## config.mk

```make
export PLATFORM = sky130hd
export DESIGN_NAME = mem_stage_ctrl
export DESIGN_NICKNAME = d
export VERILOG_FILES = /design/src/rtl/mem_stage_ctrl.sv
export SDC_FILE = /design/constraint.sdc
export NUM_CORES = 1
export LEC_CHECK = 0
export CORE_MARGIN = 2
export CORE_UTILIZATION = 25
export DETAILED_ROUTE_END_ITERATION = 10
export PLACE_DENSITY = 0.61
export SKIP_CTS_REPAIR_TIMING = 1
export SLEW_MARGIN = 20
export SYNTH_ARGS = -nofsm -noshare
export SYNTH_HDL_FRONTEND = slang
export SYNTH_SLANG_ARGS = --single-unit
export TNS_END_PERCENT = 1
```

## constraint.sdc

```tcl
create_clock -name clk -period 6.2 [get_ports clk]
set_clock_uncertainty 0.05 [all_clocks]
set_input_delay 0.62 -clock clk [delete_from_list [all_inputs] [get_ports clk]]
set_output_delay 0.62 -clock clk [all_outputs]
set_load 0.005 [all_outputs]
```

## src/rtl/mem_stage_ctrl.sv

```systemverilog
`default_nettype none
// ============================================================================
// Module   : mem_stage_ctrl
// Purpose  : Memory-stage sequencer for the SEQ Y86-64 datapath. Decodes the
//            access type from icode, issues a single one-cycle read or write
//            to the registered data memory, and captures valM and the memory
//            error. It reports a one-cycle done pulse and the stage status.
// Ports    : clk, rst_n             - clock / async active-low reset
//            start                  - request pulse (accepted only in IDLE)
//            icode, valE, valA, valP- decode/execute results
//            mem_addr/read/write/wdata - data memory request (registered)
//            mem_rdata, mem_err     - data memory registered response
//            valM, busy, done, stat - results to the SEQ controller
// Revision : 1.0 - initial release
// ============================================================================
module mem_stage_ctrl #(
  parameter int unsigned    W          = 64,
  parameter logic [W-1:0]   ADDR_LIMIT = W'(8191)
) (
  input  logic         clk,
  input  logic         rst_n,
  input  logic         start,
  input  logic [3:0]   icode,
  input  logic [W-1:0] valE,
  input  logic [W-1:0] valA,
  input  logic [W-1:0] valP,
  output logic [W-1:0] mem_addr,
  output logic         mem_read,
  output logic         mem_write,
  output logic [W-1:0] mem_wdata,
  input  logic [W-1:0] mem_rdata,
  input  logic         mem_err,
  output logic [W-1:0] valM,
  output logic         busy,
  output logic         done,
  output logic [1:0]   stat
);

  localparam logic [1:0] c_STAT_AOK = 2'd0;
  localparam logic [1:0] c_STAT_HLT = 2'd1;
  localparam logic [1:0] c_STAT_ADR = 2'd2;
  localparam logic [1:0] c_STAT_INS = 2'd3;

  typedef enum logic [1:0] {
    S_IDLE   = 2'd0,
    S_ACCESS = 2'd1,
    S_WAIT   = 2'd2,
    S_DONE   = 2'd3
  } state_t;

  state_t r_state;
  logic   r_isRead;   // remembers whether the in-flight access is a read

  logic         w_isRead;
  logic         w_isWrite;
  logic [W-1:0] w_addr;
  logic [W-1:0] w_wdata;
  logic [1:0]   w_stat;
  logic         w_inRange;

  // Access decode from the instruction code.
  always_comb begin
    w_isRead  = 1'b0;
    w_isWrite = 1'b0;
    w_addr    = valE;
    w_wdata   = valA;
    w_stat    = c_STAT_AOK;
    case (icode)
      4'h5: w_isRead = 1'b1;                          // mrmovq
      4'h9, 4'hB: begin                               // ret, popq
        w_isRead = 1'b1;
        w_addr   = valA;
      end
      4'h4, 4'hA: w_isWrite = 1'b1;                   // rmmovq, pushq
      4'h8: begin                                     // call
        w_isWrite = 1'b1;
        w_wdata   = valP;
      end
      4'h0: w_stat = c_STAT_HLT;
      4'h1, 4'h2, 4'h3, 4'h6, 4'h7: w_stat = c_STAT_AOK;
      default: w_stat = c_STAT_INS;
    endcase
  end

  assign w_inRange = (w_addr <= ADDR_LIMIT);

  always_ff @(posedge clk or negedge rst_n) begin
    if (!rst_n) begin
      r_state   <= S_IDLE;
      r_isRead  <= 1'b0;
      mem_addr  <= '0;
      mem_read  <= 1'b0;
      mem_write <= 1'b0;
      mem_wdata <= '0;
      valM      <= '0;
      busy      <= 1'b0;
      done      <= 1'b0;
      stat      <= c_STAT_AOK;
    end else begin
      case (r_state)
        S_IDLE: begin
          if (start) begin
            if ((w_isRead || w_isWrite) && w_inRange) begin
              r_state   <= S_ACCESS;
              r_isRead  <= w_isRead;
              mem_read  <= w_isRead;
              mem_write <= w_isWrite;
              mem_addr  <= w_addr;
              mem_wdata <= w_isWrite ? w_wdata : '0;
              busy      <= 1'b1;
            end else begin
              // Non-access or out-of-range access: finish without touching
              // memory. Neither case produces a valid read value.
              r_state <= S_DONE;
              done    <= 1'b1;
              valM    <= '0;
              stat    <= (w_isRead || w_isWrite) ? c_STAT_ADR : w_stat;
            end
          end
        end
        S_ACCESS: begin
          // Enables are a single-cycle strobe; address/data stay put.
          mem_read  <= 1'b0;
          mem_write <= 1'b0;
          r_state   <= S_WAIT;
        end
        S_WAIT: begin
          // Memory response registered on the previous edge is valid now.
          stat    <= mem_err ? c_STAT_ADR : c_STAT_AOK;
          valM    <= (r_isRead && !mem_err) ? mem_rdata : '0;
          busy    <= 1'b0;
          done    <= 1'b1;
          r_state <= S_DONE;
        end
        S_DONE: begin
          done    <= 1'b0;
          r_state <= S_IDLE;
        end
        default: r_state <= S_IDLE;
      endcase
    end
  end

endmodule
`default_nettype wire

```

==> flow_metrics.py, run 1 <==
metrics = {
    "status": {
        "outcome": "complete, no violations",
    },
    "critical_path": {
        "path_delay_family": "simple AND/OR/NAND/NOR gates",
        "slowest_stage": "clkdlybuf4s50_1",
        "start_kind": "input port",
        "critPathMaxFanout": 132,
        "end_kind": "register",
        "crit_type": "in -> reg",
        "startpoint": "icode[0]",
        "critical-path-max-stage-delay_ps": 660,
        "cp_num_buf_inv": 2,
        "reg2reg_from": "r_state[0]",
        "required_ps": 6550,
        "critPathArrivalTime_ps": 4160,
        "path_cells": "clkdlybuf4s50_1 > nand3b_4 > or4_1 > nor4_2 > o221ai_2 > nor2_4 > buf_12 > mux2_2",
    },
    "floorplan": {
        "rows": 70,
        "ios": 462,
        "die_area_sq_um": 38420,
        "core_sq_um": 36430,
        "die_w_um": 196.0,
        "die_h_um": 196.0,
        "initial_utilization": 0.2530,
    },
    "yosys": {
        "avgSynthCellArea_sq_um": 10.58,
        "ys_seq_area_frac": 0.5458,
        "synth-seq-cells": 201,
        "netlist_top_cells_area": "dfrtp_1 55%, nand2_1 8.1%, mux2_2 7.3%",
        "synth_cell_type_count": 39,
        "synth.cell_area_sq_um": 9216,
        "ys_warn_count": 0,
        "syn_inst": 871,
        "yosysTopAreaCell": "dfrtp_1",
        "synth_top_cell_area_share": 0.5458,
        "synth_nets": 1140,
    },
    "worst_hold_path": {
        "min_path_type": "in -> async",
    },
    "sta": {
        "slew_violations": 0,
        "rsz0062_at_grt": "false",
        "fin_setup_tns_ps": 0,
        "worst_pin_slew_ps": 945.2,
        "relSlewSlack": 0.3698,
        "final-hold-violation-count": 0,
        "min_period_ps": 3816,
        "fmax_mhz": 262.1,
        "setup_viol": 0,
        "finalCritPeriodShare": 0.6154,
    },
    "placed_design": {
        "dp_hpwl_mm": 23.18,
        "io_buffer_count": 461,
        "gp_congestion": 0.8618,
    },
    "clock_network": {
        "cts_root_buf": "clkbuf_16",
        "cts_tree": "done",
        "h-tree-depth": 1,
        "numCtsBuffers": 24,
        "clkTransAtPathRegs_ps": 50,
        "cts.sinks": 201,
        "insertion_delay_ps": 520,
        "clock_path_buffers": 3,
    },
    "routing": {
        "via_count": 7941,
        "finalWirelength_mm": 32.55,
        "wl_per_cell_um": 18.06,
        "post_drt_via_cell_ratio": 4.407,
        "detail_route.first_pass.iterations": 4,
        "drt.antenna.violating_nets": 0,
        "drc": 0,
        "drtIter0Drc": 296,
    },
    "power_and_ir_drop": {
        "p_comb_frac": 0.197,
        "p_seq_frac": 0.391,
        "clkPwrFrac": 0.413,
        "switching_share": 0.2649,
        "switchingPower_mw": 0.9101,
        "leakage_nw": 6.728,
        "ir_worst_vdd_mv": 0.1692,
        "p_int_mw": 2.526,
        "power_density_nw_per_um2": 228.7,
    },
    "finish": {
        "final_core_util": 0.4123,
        "layout.nets": 1585,
        "area_growth_pct": 62.98,
        "final_cell_mix": "460 x clkdlybuf4s50_1, 201 x dfrtp_1, 199 x nand2_1",
        "antenna_cells": 0,
        "drive_gt1_frac": 0.08996,
        "final_common_cell": "clkdlybuf4s50_1",
    },
    "global_route": {
        "antenna_found_initial": 3,
        "grt_max_degree": 133,
        "grt_pass1_vias": 8333,
        "grt_first_pass_wirelength_mm": 48.76,
        "track_usage": 0.1624,
        "globalRouteOverflowTotal": 0,
    },
    "flow_run": {
        "max_cap_violations": 0,
    },
}
==> registers in the layout (all words and copies together), names as in the netlist <==
name	flops
mem_addr	64
mem_wdata	64
valM	64
r_state	2
stat	2
busy	1
done	1
mem_read	1
mem_write	1
r_isRead	1
==> synthesized netlist by cell type <==
cell type / instances
and2_1: 2
nand3b_4: 1
or4bb_1: 1
nand4_1: 5
nor3_1: 6
nor2_1: 7
dfrtp_1: 201
o32ai_1: 1
nor2_4: 1
a21o_1: 1
mux2i_1: 65
a221oi_1: 1
ha_1: 5
a31o_2: 1
a2bb2oi_1: 1
and3_1: 1
o211ai_1: 1
o221ai_2: 1
or3b_2: 1
a21oi_1: 67
or2_2: 1
nor4_2: 1
nand2_1: 199
mux2_2: 60
clkbuf_1: 29
buf_4: 4
nor2b_1: 55
nand2b_1: 1
o221a_2: 2
nor4_1: 21
buf_6: 8
buf_2: 10
mux2_1: 32
o21ai_0: 2
a31oi_4: 1
or3_1: 1
o21a_1: 1
inv_1: 70
or4_1: 3
==> layout make-up <==
| type | count | area [sq um] |
|---|---|---|
| clock buffer | 38 | 734.5 |
| sequential | 201 | 5030 |
| tap | 468 | 585.6 |
| multi-input combinational | 549 | 3652 |
| fill | 3586 | 21410 |
| timing repair buffer | 470 | 4698 |
| clock inverter | 6 | 57.56 |
| inverter | 70 | 262.8 |
==> per-layer routing <==
layer  share of wire  vias up  GRT usage  wire, um
li1                -     3760          -         -
met1            0.41     3788     0.1944     13190
met2            0.46      315     0.2689     15040
met3           0.095       72    0.05845      3077
met4           0.037        6    0.05864      1197
met5          0.0011        -          0        37
==> per-stage QoR <==
stage | setup WS (ps) | cell area, sq um | instances | hold WS [ps] | total power, mW
after global placement | 1779 | 14230 | 1758 | 413.2 | 2.041
final | 2384 | 15020 | 1802 | 141.2 | 3.436
after global routing | 2132 | 15020 | 1802 | 238.0 | 3.598
after floorplan | 3449 | 9216 | 871 | 274.4 | 1.770
after detailed placement | 1732 | 14230 | 1758 | 427.4 | 2.045
after CTS | 2290 | 15020 | 1802 | 214.2 | 3.495
==> final timing paths <==
path                                 endpoint  slack (ps)  cells past startpoint
min in group clk                mem_wdata[45]         430                      1
max in group asynchronous        mem_addr[10]        4370                      2
worst max-delay path            mem_wdata[10]        2380                      8
worst max register to register  mem_wdata[10]        3620                      6
worst min register to register  mem_wdata[45]         430                      1
worst min-delay path             mem_addr[38]         140                      1
==> kinds of logic after synthesis <==
logic type / Yosys count / share of synthesized area
simple gates: 307 / 0.1556
compound gates: 80 / 0.05010
mux: 157 / 0.1830
flops: 201 / 0.5458
fa+ha+maj: 5 / 0.006788
buf+inv: 121 / 0.05878
==> power by group through the flow <==
stage               registers [mW]  logic (mW)  clock network (mW)
floorplan                     1.36       0.407                   0
global placement              1.36       0.678                   0
detailed placement            1.37       0.679                   0
CTS                           1.34       0.682                1.47
global route                  1.34       0.723                1.53
finish                        1.34       0.676                1.42
Note: power is estimated with default switching activity, not from simulation.
==> inputs of run 2 (changes only) <==
--- a/config.mk
+++ b/config.mk
@@ -8,7 +8,7 @@
 export CORE_MARGIN = 2
 export CORE_UTILIZATION = 25
 export DETAILED_ROUTE_END_ITERATION = 10
-export PLACE_DENSITY = 0.61
+export PLACE_DENSITY = 0.63
 export SKIP_CTS_REPAIR_TIMING = 1
 export SLEW_MARGIN = 20
 export SYNTH_ARGS = -nofsm -noshare
==> constraint.sdc (replaced) <==
create_clock -name clk -period 3.44 [get_ports clk]
set_clock_uncertainty 0.05 [all_clocks]
set_input_delay 0.344 -clock clk [delete_from_list [all_inputs] [get_ports clk]]
set_output_delay 0.344 -clock clk [all_outputs]
set_load 0.005 [all_outputs]
==> flow_metrics.py, run 2 (synthesis results as in run 1) <==
metrics = {
    "critical_path": {
        "critPathArrivalTime_ps": 3250,
        "crit_type": "in -> reg",
        "end_kind": "register",
        "reg2reg_depth": 7,
        "startpoint": "valE[24]",
        "start_kind": "input port",
        "regToRegSetupSlack_ps": 1100,
        "critPathMaxFanout": 12,
        "timing.rr.end": "mem_wdata[59]",
        "required_ps": 3800,
        "reg2reg_from": "r_state[0]",
    },
    "floorplan": {
        "die_w_um": 196.0,
        "die_h_um": 196.0,
        "ios": 462,
        "die_area_sq_um": 38420,
        "initial_utilization": 0.2530,
        "rows": 70,
        "core_sq_um": 36430,
    },
    "finish": {
        "antenna_cells": 0,
        "largestRegisters": "mem_addr: 64 flops, mem_wdata: 64 flops, valM: 64 flops",
        "final_common_cell": "clkdlybuf4s50_1",
        "layout.nets": 1609,
        "area_growth_pct": 67.35,
        "fillers": 3506,
        "finalNonFillerCells": 1825,
        "final_cell_mix": "460 x clkdlybuf4s50_1, 201 x dfrtp_1, 199 x nand2_1",
        "drive_gt1_frac": 0.1046,
    },
    "worst_hold_path": {
        "min_from": "mem_rdata[39]",
        "min_path_type": "in -> reg",
        "hold-path-endpoint": "valM[39]",
        "min_path_cells": 3,
    },
    "global_route": {
        "grt_max_degree": 70,
        "grt_first_pass_wirelength_mm": 50.94,
        "track_usage": 0.1722,
        "antenna_found_initial": 1,
        "globalRouteOverflowTotal": 0,
        "grt_pass1_vias": 8482,
    },
    "routing": {
        "drt.antenna.violating_nets": 0,
        "detail_route.first_pass.iterations": 4,
        "finalWirelength_mm": 34.12,
        "drtIter0Drc": 298,
        "via_count": 7996,
        "wl_per_cell_um": 18.70,
        "post_drt_via_cell_ratio": 4.381,
        "drc": 0,
    },
    "sta": {
        "slew_violations": 0,
        "relSlewSlack": 0.4872,
        "min_period_ps": 2895,
        "worst_pin_slew_ps": 769.2,
        "final-hold-violation-count": 0,
        "hold_ws_ps": 318.3,
        "setup_ws_ps": 544.7,
        "fmax_mhz": 345.4,
        "finalCritPeriodShare": 0.8417,
        "rsz0062_at_grt": "false",
        "setup_viol": 0,
    },
    "clock_network": {
        "h-tree-depth": 1,
        "insertion_delay_ps": 510,
        "cts_tree": "done",
        "clock_path_buffers": 3,
        "cts.sinks": 201,
        "clkTransAtPathRegs_ps": 60,
        "cts_root_buf": "clkbuf_16",
        "numCtsBuffers": 25,
    },
    "power_and_ir_drop": {
        "leakage_nw": 6.922,
        "power_density_nw_per_um2": 428.2,
        "ir_worst_vdd_mv": 0.2870,
    },
    "placed_design": {
        "dp_hpwl_mm": 25.74,
        "dp.cells": 1780,
        "dp_slack_ps": -71.79,
        "io_buffer_count": 461,
        "gp_congestion": 0.8437,
    },
    "flow_run": {
        "max_cap_violations": 0,
    },
    "status": {
        "outcome": "complete, no violations",
    },
}
-- run 2: cell type report --
class                   instances  area [sq um]  area share
clock inverters                 9         176.4     0.01144
well taps                     468         585.6     0.03797
inverters                      70         262.8     0.01704
repair buffers                493          5024      0.3257
flip-flops and latches        201          5030      0.3261
multi-input cells             549          3652      0.2368
clock buffers                  35         693.2     0.04494
-- run 2: through the flow --
stage | power (mW) | area, sq um | utilization | TNS, ps
6_report | 6.604 | 15420 | 0.4233 | 0
5_1_grt | 6.915 | 15420 | 0.4233 | 0
4_1_cts | 6.717 | 15410 | 0.4230 | 0
3_5_place_dp | 3.853 | 14540 | 0.3992 | -2172
3_3_place_gp | 3.837 | 14540 | 0.3992 | -15190
2_1_floorplan | 3.190 | 9216 | - | 0
-- run 2: power breakdown --
group | leakage (nW) | switching, mW | internal [mW]
Clock | 0.421 | 1.04 | 1.77
Combinational | 3.70 | 0.631 | 0.739
Sequential | 2.80 | 0.0211 | 2.40
-- run 2: worst max-delay path by stage --
| stage | end | slack (ps) | cells after the start |
|---|---|---|---|
| after global routing | mem_wdata[62] | 420 | 10 |
| final | mem_wdata[59] | 540 | 10 |
| after CTS | mem_wdata[59] | 480 | 10 |
| after global placement | mem_wdata[59] | -160 | 10 |
| after floorplan | mem_addr[0] | 960 | 9 |
| after detailed placement | mem_wdata[59] | -70 | 10 |
-- run 2: critical path, cell delays in order --
cell and delay (ps):
clkdlybuf4s50_1 470, nor4_1 420, nand4_1 170, nor4_1 490
buf_4 230, o221ai_2 170, nor2_4 230, buf_12 180
buf_4 180, mux2_2 350
-- run 2: per-layer routing --
layer	up-vias	wire length, um	global-route usage
li1	3797	-	-
met3	67	2720	0.04745
met4	2	1130	0.05556
met2	329	16460	0.2983
met5	-	13	0
met1	3801	13790	0.2072
